$ cat src/rtl/cpu_run_ctrl.sv
// cpu_run_ctrl: run-control unit between the system clock/reset and a monocycle core.
//
// The core is gated by a clock enable and its reset is driven from here. Commands give
// free-run, N-step and halt, plus a PC breakpoint. The unit also keeps saturating cycle and
// retired-instruction counters and a circular trace of the last TRACE_DEPTH executed
// (pc, instruction) pairs.
//
// Ports:
//   clk_i, rst_ni            system clock (rising edge), asynchronous active-low reset
//   cmd_valid_i/cmd_ready_o  command handshake; cmd_op_i 00 HALT, 01 RUN, 10 STEP, 11 CLEAR
//   cmd_steps_i              step count for STEP
//   bp_en_i, bp_addr_i       PC breakpoint
//   cpu_pc_i, cpu_instruction_i  core's current PC and instruction
//   cpu_rst_n_o, cpu_ce_o    core reset (active-low) and clock enable
//   state_o                  00 RST_HOLD, 01 HALT, 10 RUN, 11 STEP
//   halted_on_bp_o           last halt was caused by the breakpoint
//   cycle_count_o            cycles spent outside RST_HOLD, saturating
//   retired_count_o          edges with cpu_ce_o=1, saturating
//   trace_rd_i               pop oldest trace entry
//   trace_pc_o, trace_instr_o  oldest trace entry, 0 when empty
//   trace_empty_o, trace_full_o, trace_overflow_o  trace status (overflow is sticky)
//
// TRACE_DEPTH must be a power of two, at least 2. RESET_CYCLES must be at least 1.

module cpu_run_ctrl #(
    parameter int unsigned XLEN         = 32,
    parameter int unsigned CNT_W        = 32,
    parameter int unsigned TRACE_DEPTH  = 8,
    parameter int unsigned RESET_CYCLES = 2
) (
    input  logic             clk_i,
    input  logic             rst_ni,

    input  logic             cmd_valid_i,
    output logic             cmd_ready_o,
    input  logic [1:0]       cmd_op_i,
    input  logic [CNT_W-1:0] cmd_steps_i,

    input  logic             bp_en_i,
    input  logic [XLEN-1:0]  bp_addr_i,

    input  logic [XLEN-1:0]  cpu_pc_i,
    input  logic [XLEN-1:0]  cpu_instruction_i,
    output logic             cpu_rst_n_o,
    output logic             cpu_ce_o,

    output logic [1:0]       state_o,
    output logic             halted_on_bp_o,
    output logic [CNT_W-1:0] cycle_count_o,
    output logic [CNT_W-1:0] retired_count_o,

    input  logic             trace_rd_i,
    output logic [XLEN-1:0]  trace_pc_o,
    output logic [XLEN-1:0]  trace_instr_o,
    output logic             trace_empty_o,
    output logic             trace_full_o,
    output logic             trace_overflow_o
);

    localparam int unsigned PtrW   = (TRACE_DEPTH > 1) ? $clog2(TRACE_DEPTH) : 1;
    localparam int unsigned TCntW  = PtrW + 1;
    localparam int unsigned HoldW  = (RESET_CYCLES > 1) ? $clog2(RESET_CYCLES) : 1;

    localparam logic [HoldW-1:0] HoldLast    = HoldW'(RESET_CYCLES - 1);
    localparam logic [TCntW-1:0] TraceDepthC = TCntW'(TRACE_DEPTH);

    localparam logic [1:0] OpHalt  = 2'b00;
    localparam logic [1:0] OpRun   = 2'b01;
    localparam logic [1:0] OpStep  = 2'b10;
    localparam logic [1:0] OpClear = 2'b11;

    typedef enum logic [1:0] {
        StRstHold = 2'b00,
        StHalt    = 2'b01,
        StRun     = 2'b10,
        StStep    = 2'b11
    } state_e;

    // ---------------------------------------------------------------------------------------
    // Control state
    // ---------------------------------------------------------------------------------------
    state_e           state_q, state_d;
    logic [HoldW-1:0] hold_q, hold_d;
    logic [CNT_W-1:0] remaining_q, remaining_d;
    logic             skip_bp_q, skip_bp_d;
    logic             halted_on_bp_q, halted_on_bp_d;
    logic             cpu_rst_n_q;

    logic             cmd_ready;
    logic             cmd_fire;
    logic             clear;
    logic             bp_hit;
    logic             cpu_ce;

    assign cmd_fire = cmd_valid_i && cmd_ready;
    assign clear    = cmd_fire && (cmd_op_i == OpClear);
    // skip_bp lets a RUN issued while parked on the breakpoint execute that instruction.
    assign bp_hit   = bp_en_i && (cpu_pc_i == bp_addr_i) && !skip_bp_q;

    // State register
    always_ff @(posedge clk_i or negedge rst_ni) begin
        if (!rst_ni) begin
            state_q        <= StRstHold;
            hold_q         <= '0;
            remaining_q    <= '0;
            skip_bp_q      <= 1'b0;
            halted_on_bp_q <= 1'b0;
            cpu_rst_n_q    <= 1'b0;
        end else begin
            state_q        <= state_d;
            hold_q         <= hold_d;
            remaining_q    <= remaining_d;
            skip_bp_q      <= skip_bp_d;
            halted_on_bp_q <= halted_on_bp_d;
            // Registered so core reset releases on the same edge that enters HALT.
            cpu_rst_n_q    <= (state_d != StRstHold);
        end
    end

    // Next-state logic
    always_comb begin
        state_d        = state_q;
        hold_d         = hold_q;
        remaining_d    = remaining_q;
        skip_bp_d      = skip_bp_q;
        halted_on_bp_d = halted_on_bp_q;

        unique case (state_q)
            StRstHold: begin
                if (hold_q == HoldLast) begin
                    state_d = StHalt;
                    hold_d  = '0;
                end else begin
                    hold_d = hold_q + HoldW'(1);
                end
            end
            StHalt: begin
            end
            StRun: begin
                skip_bp_d = 1'b0;
                if (bp_hit) begin
                    state_d        = StHalt;
                    halted_on_bp_d = 1'b1;
                end
            end
            StStep: begin
                if (remaining_q <= CNT_W'(1)) begin
                    state_d     = StHalt;
                    remaining_d = '0;
                end else begin
                    remaining_d = remaining_q - CNT_W'(1);
                end
            end
        endcase

        // An accepted command overrides the activity above on the same edge.
        if (cmd_fire) begin
            unique case (cmd_op_i)
                OpHalt: begin
                    state_d        = StHalt;
                    halted_on_bp_d = 1'b0;
                    skip_bp_d      = 1'b0;
                    remaining_d    = '0;
                end
                OpRun: begin
                    state_d        = StRun;
                    halted_on_bp_d = 1'b0;
                    skip_bp_d      = 1'b1;
                    remaining_d    = '0;
                end
                OpStep: begin
                    // Zero steps is a no-op: the current activity carries on untouched.
                    if (cmd_steps_i != '0) begin
                        state_d        = StStep;
                        remaining_d    = cmd_steps_i;
                        halted_on_bp_d = 1'b0;
                        skip_bp_d      = 1'b0;
                    end
                end
                OpClear: begin
                    state_d        = StRstHold;
                    hold_d         = '0;
                    halted_on_bp_d = 1'b0;
                    skip_bp_d      = 1'b0;
                    remaining_d    = '0;
                end
            endcase
        end
    end

    // Output logic: no combinational path from cmd_* to cpu_ce.
    always_comb begin
        cpu_ce    = 1'b0;
        cmd_ready = 1'b1;
        unique case (state_q)
            StRstHold: cmd_ready = 1'b0;
            StHalt:    cpu_ce    = 1'b0;
            StRun:     cpu_ce    = !bp_hit;
            StStep:    cpu_ce    = 1'b1;
        endcase
    end

    // ---------------------------------------------------------------------------------------
    // Cycle and retired counters
    // ---------------------------------------------------------------------------------------
    logic [CNT_W-1:0] cycle_q, cycle_d;
    logic [CNT_W-1:0] retired_q, retired_d;

    always_comb begin
        cycle_d   = cycle_q;
        retired_d = retired_q;
        if (clear) begin
            cycle_d   = '0;
            retired_d = '0;
        end else begin
            if ((state_q != StRstHold) && (cycle_q != '1)) begin
                cycle_d = cycle_q + CNT_W'(1);
            end
            if (cpu_ce && (retired_q != '1)) begin
                retired_d = retired_q + CNT_W'(1);
            end
        end
    end

    always_ff @(posedge clk_i or negedge rst_ni) begin
        if (!rst_ni) begin
            cycle_q   <= '0;
            retired_q <= '0;
        end else begin
            cycle_q   <= cycle_d;
            retired_q <= retired_d;
        end
    end

    // ---------------------------------------------------------------------------------------
    // Trace buffer
    // ---------------------------------------------------------------------------------------
    logic [2*XLEN-1:0] mem_q [TRACE_DEPTH];
    logic [PtrW-1:0]   wr_ptr_q, wr_ptr_d;
    logic [PtrW-1:0]   rd_ptr_q, rd_ptr_d;
    logic [TCntW-1:0]  tcount_q, tcount_d;
    logic              overflow_q, overflow_d;
    logic              trace_empty;
    logic              trace_full;
    logic              trace_we;
    logic              trace_re;
    logic [2*XLEN-1:0] rd_entry;

    assign trace_empty = (tcount_q == '0);
    assign trace_full  = (tcount_q == TraceDepthC);
    assign trace_we    = cpu_ce;
    assign trace_re    = trace_rd_i && !trace_empty;

    // Pointers wrap for free since TRACE_DEPTH is a power of two.
    always_comb begin
        wr_ptr_d   = wr_ptr_q;
        rd_ptr_d   = rd_ptr_q;
        tcount_d   = tcount_q;
        overflow_d = overflow_q;
        if (clear) begin
            wr_ptr_d   = '0;
            rd_ptr_d   = '0;
            tcount_d   = '0;
            overflow_d = 1'b0;
        end else if (trace_we && trace_re) begin
            // Pop and push together: the popped slot absorbs the new entry, no overflow.
            wr_ptr_d = wr_ptr_q + PtrW'(1);
            rd_ptr_d = rd_ptr_q + PtrW'(1);
        end else if (trace_we) begin
            wr_ptr_d = wr_ptr_q + PtrW'(1);
            if (trace_full) begin
                rd_ptr_d   = rd_ptr_q + PtrW'(1);
                overflow_d = 1'b1;
            end else begin
                tcount_d = tcount_q + TCntW'(1);
            end
        end else if (trace_re) begin
            rd_ptr_d = rd_ptr_q + PtrW'(1);
            tcount_d = tcount_q - TCntW'(1);
        end
    end

    always_ff @(posedge clk_i or negedge rst_ni) begin
        if (!rst_ni) begin
            wr_ptr_q   <= '0;
            rd_ptr_q   <= '0;
            tcount_q   <= '0;
            overflow_q <= 1'b0;
        end else begin
            wr_ptr_q   <= wr_ptr_d;
            rd_ptr_q   <= rd_ptr_d;
            tcount_q   <= tcount_d;
            overflow_q <= overflow_d;
        end
    end

    // Storage has no reset; entries are only visible through the count.
    always_ff @(posedge clk_i) begin
        if (trace_we) begin
            mem_q[wr_ptr_q] <= {cpu_pc_i, cpu_instruction_i};
        end
    end

    assign rd_entry = mem_q[rd_ptr_q];

    // ---------------------------------------------------------------------------------------
    // Outputs
    // ---------------------------------------------------------------------------------------
    assign cmd_ready_o      = cmd_ready;
    assign cpu_ce_o         = cpu_ce;
    assign cpu_rst_n_o      = cpu_rst_n_q;
    assign state_o          = state_q;
    assign halted_on_bp_o   = halted_on_bp_q;
    assign cycle_count_o    = cycle_q;
    assign retired_count_o  = retired_q;
    assign trace_pc_o       = trace_empty ? '0 : rd_entry[2*XLEN-1:XLEN];
    assign trace_instr_o    = trace_empty ? '0 : rd_entry[XLEN-1:0];
    assign trace_empty_o    = trace_empty;
    assign trace_full_o     = trace_full;
    assign trace_overflow_o = overflow_q;

endmodule

$ cat config.mk
export PLATFORM = sky130hd
export DESIGN_NAME = cpu_run_ctrl
export DESIGN_NICKNAME = d
export VERILOG_FILES = /design/src/rtl/cpu_run_ctrl.sv
export SDC_FILE = /design/constraint.sdc
export NUM_CORES = 1
export LEC_CHECK = 0
export BUFFER_PORTS_ARGS = -buffer_cell sky130_fd_sc_hd__clkbuf_2
export CORE_ASPECT_RATIO = 0.6
export CORE_MARGIN = 4
export CORE_UTILIZATION = 35
export CTS_BUF_LIST = sky130_fd_sc_hd__clkbuf_16
export CTS_CLUSTER_DIAMETER = 100
export DETAILED_ROUTE_END_ITERATION = 7
export MAX_ROUTING_LAYER = met4
export PLACE_DENSITY = 0.57
export SETUP_SLACK_MARGIN = 0.2
export SLEW_MARGIN = 10
export SYNTH_ARGS = -nofsm -noshare
export SYNTH_HDL_FRONTEND = slang
export SYNTH_SLANG_ARGS = --single-unit
$ cat constraint.sdc
create_clock -name clk_i -period 6.92 [get_ports clk_i]
set_input_delay 1.038 -clock clk_i [delete_from_list [all_inputs] [get_ports clk_i]]
set_output_delay 1.038 -clock clk_i [all_outputs]
set_load 0.05 [all_outputs]
==> results of run 1 <==
[flip-flops by register name, summed over array words and instances (netlist names)]
signal / flops
cpu_rst_n_o: 1
cycle_count_o: 32
halted_on_bp_o: 1
hold_q: 1
mem_q: 512
rd_ptr_q: 3
remaining_q: 32
retired_count_o: 32
skip_bp_q: 1
state_o: 2
tcount_q: 4
trace_overflow_o: 1
wr_ptr_q: 3
[area by class of cell]
cell class                 count  area [sq um]  area share
inverter                      18          67.6     0.00221
sequential                   625         18200       0.597
clock inverter                53           442      0.0145
clock buffer                  60          1500      0.0492
timing repair buffer         295          1550      0.0508
tap                          987          1230      0.0405
antenna                        5          12.5    0.000410
multi-input combinational    834          7490       0.246
[worst paths after layout]
kind	start	endpoint	slack [ns]	cells past startpoint
max	cpu_pc_i[14]	cpu_ce_o	2.01	8
max reg2reg	state_o[1]$_DFF_PN0_	mem_q[6][27]$_DFFE_PP_	3.25	6
min	rst_ni	retired_count_o[24]$_DFFE_PN0P_	0.47	1
max in group asynchronous	rst_ni	remaining_q[6]$_DFF_PN0_	5.11	2
min reg2reg	trace_overflow_o$_DFFE_PN0P_	trace_overflow_o$_DFFE_PN0P_	0.51	2
min in group clk_i	trace_overflow_o$_DFFE_PN0P_	trace_overflow_o$_DFFE_PN0P_	0.51	2
[power by group through the flow]
stage               clock (W)  combinational (W)  sequential, W
floorplan                   0            0.00365        0.00510
global placement            0            0.00491        0.00524
detailed placement          0            0.00495        0.00527
CTS                   0.00338            0.00496        0.00519
global route          0.00351            0.00521        0.00525
finish                0.00326            0.00486        0.00518
[cell families (layout without fill, tap and decap cells)]
kind of cell,Yosys count,after routing
simple gates,405,405
buf+inv,93,426
other cells,0,5
flops,625,625
xor+xnor,95,95
fa+ha+maj,12,12
mux,198,198
compound gates,124,124
[worst max-delay path, stage by stage]
cell and delay (ns):
clkbuf_2 0.16, xor2_1 0.17, nor4_1 0.91, nand4_1 0.38
o41ai_4 0.41, buf_4 0.33, inv_2 0.17, clkbuf_2 0.29
[cells in the final DEF (no fill, tap or decap), types with 12 or more instances in the layout]
cell       Yosys  routed
nand2_1       93      93
nor4_1        24      23
nor3_1        17      12
clkbuf_16      0      60
clkinv_2       0      13
edfxtp_1     512     512
a21oi_1       31      31
xnor2_1       36      36
o21ai_0       31      31
clkbuf_2       0     270
nand3_1       25      25
nor2_1       128     126
dfrtp_1      113     110
xor2_1        59      59
buf_4          4      24
nand4_1       25      25
mux4_2       128     128
mux2i_1       68      68
or3_1         27      27
o21ai_1       19      19
inv_1         17      27
[layer usage]
| metal | up-vias | wire (microns) |
|---|---|---|
| li1 | 6647 | - |
| met1 | 7744 | 30800 |
| met2 | 324 | 30300 |
| met3 | 81 | 3610 |
| met4 | 0 | 1320 |
| met5 | - | 0 |
[through the flow]
stage               hold slack, ns  worst slack (ns)
floorplan                    0.460           -0.0982
finish                       0.467              2.01
global placement             0.506              1.53
CTS                          0.467              1.98
detailed placement           0.500              1.47
global route                 0.503              1.80
==> summary.md, run 1 <==
| Metric | Value |
|---|---|
| Most common library cells after synthesis | `edfxtp_1 (512), mux4_2 (128), nor2_1 (128)` |
| Mapped Avg Cell Area | `16.7 sq um` |
| DRT iter0 DRCs | `1027` |
| Final nets | `1981` |
| PwrDens | `436 nW/um^2` |
| Crit start category | `input pin` |
| Largest net degree at the start of global routing | `68` |
| Core area | `73600 sq um` |
| NetSw | `0.00521 W` |
| Slew @ Worst Pin | `1.21 ns` |
| Fin. max-slew vios | `0` |
| Initial antenna violation count | `5` |
| Top cells by area, synth | `edfxtp_1 (59%), mux4_2 (11%), dfrtp_1 (11%), mux2i_1 (2.6%), xor2_1 (2.0%)` |
| Area after DPL | `28600 sq um` |
| Clk slew on worst S/H paths | `0.06 ns` |
| #FFs+latches synth | `625` |
| Final Setup Violations | `0` |
| Simple-Gate Fraction of Synth Area | `0.0784` |
| First-pass GRT wire length | `99000 microns` |
| Die height | `219 microns` |
| CTS H-Tree Depth | `2` |
| Clock skew | `0.0184 ns` |
| Asr flop ratio synth | `0.181` |
| M2 GR Usage | `0.255` |
| ANT nets after route | `0` |
| Non-Filler Instances | `2877` |
| Critical Path AT | `3.87 ns` |
| Drc violations | `0` |
| Die area | `78800 sq um` |
| Synthesized-area fraction occupied by adder cells | `0.00607` |
| Die outline width | `360 microns` |
| Detail Placement HPWL | `40500 microns` |
| Max IR drop VDD | `0.301 mV` |
| Max Freq | `204 MHz` |
| Synthesis-to-finish area growth | `17.4%` |
| Setup TNS | `0 ns` |
| GPL Wtd Cong | `0.800` |
| Final hold viol count | `0` |
| First drt pass iteration count | `5` |
| Clock share of power | `0.245` |
| Sequential power share | `0.389` |
| FP Rows | `77` |
| Inserted Clock Buffers | `60` |
| WL final | `66100 microns` |
| CP Capture Type | `primary output` |
| Post-cts hold buffer count | `0` |
| CTS tree | `yes` |
| CTS max path bufs | `3` |
| Largest family of logic cells by synthesized area | `multiplexers` |
| CTS root buf | `clkbuf_16` |
| Mux cell area share after synthesis | `0.138` |
| GRT Total Usage | `0.171` |
| Top-area cell type share of the netlist area | `0.592` |
| Setup repair bufs after CTS | `0` |
| Hold Path Class | `input pin to asynchronous set/reset pin` |
| Post-synthesis xor/xnor area fraction | `0.0320` |
| Post-route minimum period | `4.91 ns` |
| Port bufs | `271` |
| Pleak | `10.8 nW` |
| Worst skew pair latency | `0.63 ns` |
| Max_cap viols | `0` |
| Max_slew headroom | `0.197` |
| Fin crit share | `0.710` |
| Vias per cell | `5.14` |
| IO Pins | `272` |
| Yosys Warn Count | `0` |
| Status | `completed` |
| Number of synthesized flops with an enable pin | `512` |
| Combinational share of power | `0.365` |
| Post-Place Cells | `2759` |
| Mapped Nets | `1699` |
| Syn Std Cell Area | `26000 sq um` |
| Seq/Total Area, Yosys | `0.700` |
| GR Layer Usage met3 | `0.0399` |
| Final instance area | `30500 sq um` |
| Critical-path maximum fanout | `20` |
| Resize count post-CTS | `0` |
| Final Power | `0.0133 W` |
| Critical path class | `input pin to primary output` |
| Mapped Cells | `1552` |
| Req. time, crit path | `5.88 ns` |
| Fin util | `0.415` |
| Most numerous cell in the Yosys netlist | `edfxtp_1` |
| Initial Utilization | `0.353` |
| Top FF cell, synth | `edfxtp_1` |
| Layout cells sized above 1 | `0.294` |
| Via total after detailed routing | `14796` |
| GRT busiest layer | `met2` |
| Avg WL per Cell | `23.0 microns` |
| Sw frac | `0.392` |
| Yosys cell types | `68` |
| GR Util met1 | `0.239` |
| Sink Count | `625` |
| Internal cell power | `0.00809 W` |
| Synth Area in Compound Gates | `0.0303` |
| Grt ovf | `0` |
| Unrepaired setup endpoints after global routing | `false` |
| Filler cells | `6729` |
| Vias in the first global route | `15112` |
| Synth area leader | `edfxtp_1` |
(Power assumes the default switching activity.)
==> inputs of run 2 (changes only) <==
--- a/config.mk
+++ b/config.mk
@@ -13,7 +13,7 @@
 export CTS_CLUSTER_DIAMETER = 100
 export DETAILED_ROUTE_END_ITERATION = 7
 export MAX_ROUTING_LAYER = met4
-export PLACE_DENSITY = 0.57
+export PLACE_DENSITY = 0.59
 export SETUP_SLACK_MARGIN = 0.2
 export SLEW_MARGIN = 10
 export SYNTH_ARGS = -nofsm -noshare
==> constraint.sdc (replaced) <==
create_clock -name clk_i -period 4.4 [get_ports clk_i]
set_input_delay 0.66 -clock clk_i [delete_from_list [all_inputs] [get_ports clk_i]]
set_output_delay 0.66 -clock clk_i [all_outputs]
set_load 0.05 [all_outputs]
==> summary.md, run 2 (synthesis results as in run 1) <==
| Metric | Value |
|---|---|
| Most flop-heavy register | `mem_q` |
| Post-Place Cells | `2789 (+1.1%)` |
| Post-route minimum period | `3.94 ns` |
| Most frequent cells in the layout | `edfxtp_1 (512), clkbuf_2 (270), mux4_2 (128)` |
| Slew @ Worst Pin | `0.949 ns (-0.256 ns)` |
| FF-to-FF path depth | `7 (+1)` |
| Final nets | `2011 (+1.5%)` |
| Detail Placement HPWL | `44000 microns (+8.6%)` |
| Register-to-register setup slack | `1.20 ns (-2.05 ns)` |
| GRT Total Usage | `0.171 (+0.000282)` |
| Status | `completed` |
| Hold Path Class | `input pin to asynchronous set/reset pin` |
| Req. time, crit path | `3.74 ns (-2.14 ns)` |
| Crit start category | `input pin` |
| Critical Path AT | `3.28 ns (-0.59 ns)` |
| PwrDens | `682 nW/um^2 (+57%)` |
| Port bufs | `271 (unchanged)` |
| Max_slew headroom | `0.366 (+0.170)` |
| Reg-to-Reg Start | `state_o[1]$_DFF_PN0_` |
| Final hold viol count | `0 (unchanged)` |
| CTS tree | `yes` |
| Non-Filler Instances | `2914 (+1.3%)` |
| Largest register FFs | `512 (unchanged)` |
| Setup TNS | `0 ns (unchanged)` |
| Synthesis-to-finish area growth | `19.6%` |
| Initial antenna violation count | `10 (+5)` |
| CP Capture Type | `primary output` |
| CTS H-Tree Depth | `2 (unchanged)` |
| Die outline width | `360 microns (unchanged)` |
| Fin. max-slew vios | `0 (unchanged)` |
| Filler cells | `6591 (-2.1%)` |
| Worst reg2reg path endpoint | `retired_count_o[19]$_DFFE_PN0P_` |
| GPL Wtd Cong | `0.822 (+2.7%)` |
| IO Pins | `272 (unchanged)` |
| Die height | `219 microns (unchanged)` |
| Grt ovf | `0 (unchanged)` |
| Drc violations | `0 (unchanged)` |
| Initial Utilization | `0.353 (unchanged)` |
| Max Freq | `254 MHz` |
| Final Power | `0.0212 W (+59%)` |
| CTS root buf | `clkbuf_16` |
| Pleak | `11.1 nW (+2.1%)` |
| Core area | `73600 sq um (unchanged)` |
| First drt pass iteration count | `5 (unchanged)` |
| WHS | `0.131 ns (-0.336 ns)` |
| Resize count post-CTS | `0 (unchanged)` |
| Sink Count | `625 (unchanged)` |
| Post-cts hold buffer count | `0 (unchanged)` |
| Setup repair bufs after CTS | `0 (unchanged)` |
| Vias per cell | `5.16 (+0.33%)` |
| Max IR drop VDD | `0.412 mV (+37%)` |
| ANT nets after route | `0 (unchanged)` |
| Largest net degree at the start of global routing | `59 (-13%)` |
| FP Rows | `77 (unchanged)` |
| Inserted Clock Buffers | `60 (unchanged)` |
| CTS max path bufs | `3 (unchanged)` |
| Worst skew pair latency | `0.63 ns (about the same)` |
| Most common cell after layout, fill and taps aside | `edfxtp_1` |
| Clk slew on worst S/H paths | `0.06 ns (about the same)` |
| Critical path class | `input pin to primary output` |
| WL final | `66800 microns (+1.1%)` |
| Unrepaired setup endpoints after global routing | `false` |
| Critical-path maximum fanout | `9 (-55%)` |
| First-pass GRT wire length | `99400 microns (+0.42%)` |
| Post-route setup slack | `0.463 ns (-1.55 ns)` |
| Clock skew | `0.0214 ns (+0.00296 ns)` |
| Die area | `78800 sq um (unchanged)` |
| Vias in the first global route | `15343 (+1.5%)` |
| Layout cells sized above 1 | `0.303 (+0.00828)` |
| DRT iter0 DRCs | `1434 (+40%)` |
| Max_cap viols | `0 (unchanged)` |
| Dpl ws | `0.442 ns (-1.03 ns)` |
| Final Setup Violations | `0 (unchanged)` |
| Avg WL per Cell | `22.9 microns (-0.14%)` |
| Fin crit share | `0.895` |
| Via total after detailed routing | `15035 (+1.6%)` |
run 2: changes by cell type in the layout (fill, tap and decap cells not counted), moves of 3 or more:
cell | previous run | this run
clkinv_2 | 13 | 10
diode_2 | 5 | 11
buf_12 | 1 | 23
clkinv_1 | 10 | 17
buf_4 | 24 | 32
clkinvlp_4 | 1 | 5
clkinvlp_2 | 5 | 0
run 2: layout make-up:
cell class,count,area [sq um],share of cell area
timing repair buffer,325,2050,0.0660
tap,987,1230,0.0397
clock inverter,52,417,0.0134
multi-input combinational,834,7510,0.242
inverter,18,67.6,0.00217
sequential,625,18200,0.586
clock buffer,62,1550,0.0499
antenna,11,27.5,0.000886
run 2: through the flow:
stage                     cell area (sq um)   util
after floorplan                       26000      -
after global placement                29100  0.395
after detailed placement              29100  0.395
after CTS                             31000  0.422
after global routing                  31100  0.422
final                                 31100  0.422
run 2: critical path, stage by stage:
cell and delay, ns:
clkbuf_2 0.16, xor2_1 0.17, buf_4 0.21, nor4_2 0.79, nand3_1 0.29, o41ai_4 0.37, buf_4 0.21, inv_2 0.12
clkbuf_2 0.28
run 2: how the worst max path moves through the flow:
stage	startpoint	endpoint	slack [ns]
after global routing	cpu_pc_i[22]	cpu_ce_o	0.37
after detailed placement	cpu_pc_i[11]	mem_q[2][53]$_DFFE_PP_	0.44
after CTS	cpu_pc_i[22]	cpu_ce_o	0.46
after floorplan	bp_addr_i[29]	mem_q[2][0]$_DFFE_PP_	-0.39
final	cpu_pc_i[22]	cpu_ce_o	0.46
after global placement	cpu_pc_i[22]	cpu_ce_o	0.002
run 2: routing by layer:
| layer | track usage | up-vias | wire [microns] |
|---|---|---|---|
| met5 | - | - | 0 |
| met4 | 0.0418 | 0 | 1280 |
| met3 | 0.0335 | 78 | 3710 |
| met2 | 0.255 | 394 | 30800 |
| met1 | 0.244 | 7852 | 31100 |
| li1 | - | 6711 | - |
run 2: power by group:
part | internal (W) | switching, W | leakage (nW)
registers | 0.00734 | 0.000702 | 6.16
logic | 0.00272 | 0.00527 | 3.92
clock network | 0.00291 | 0.00226 | 0.988
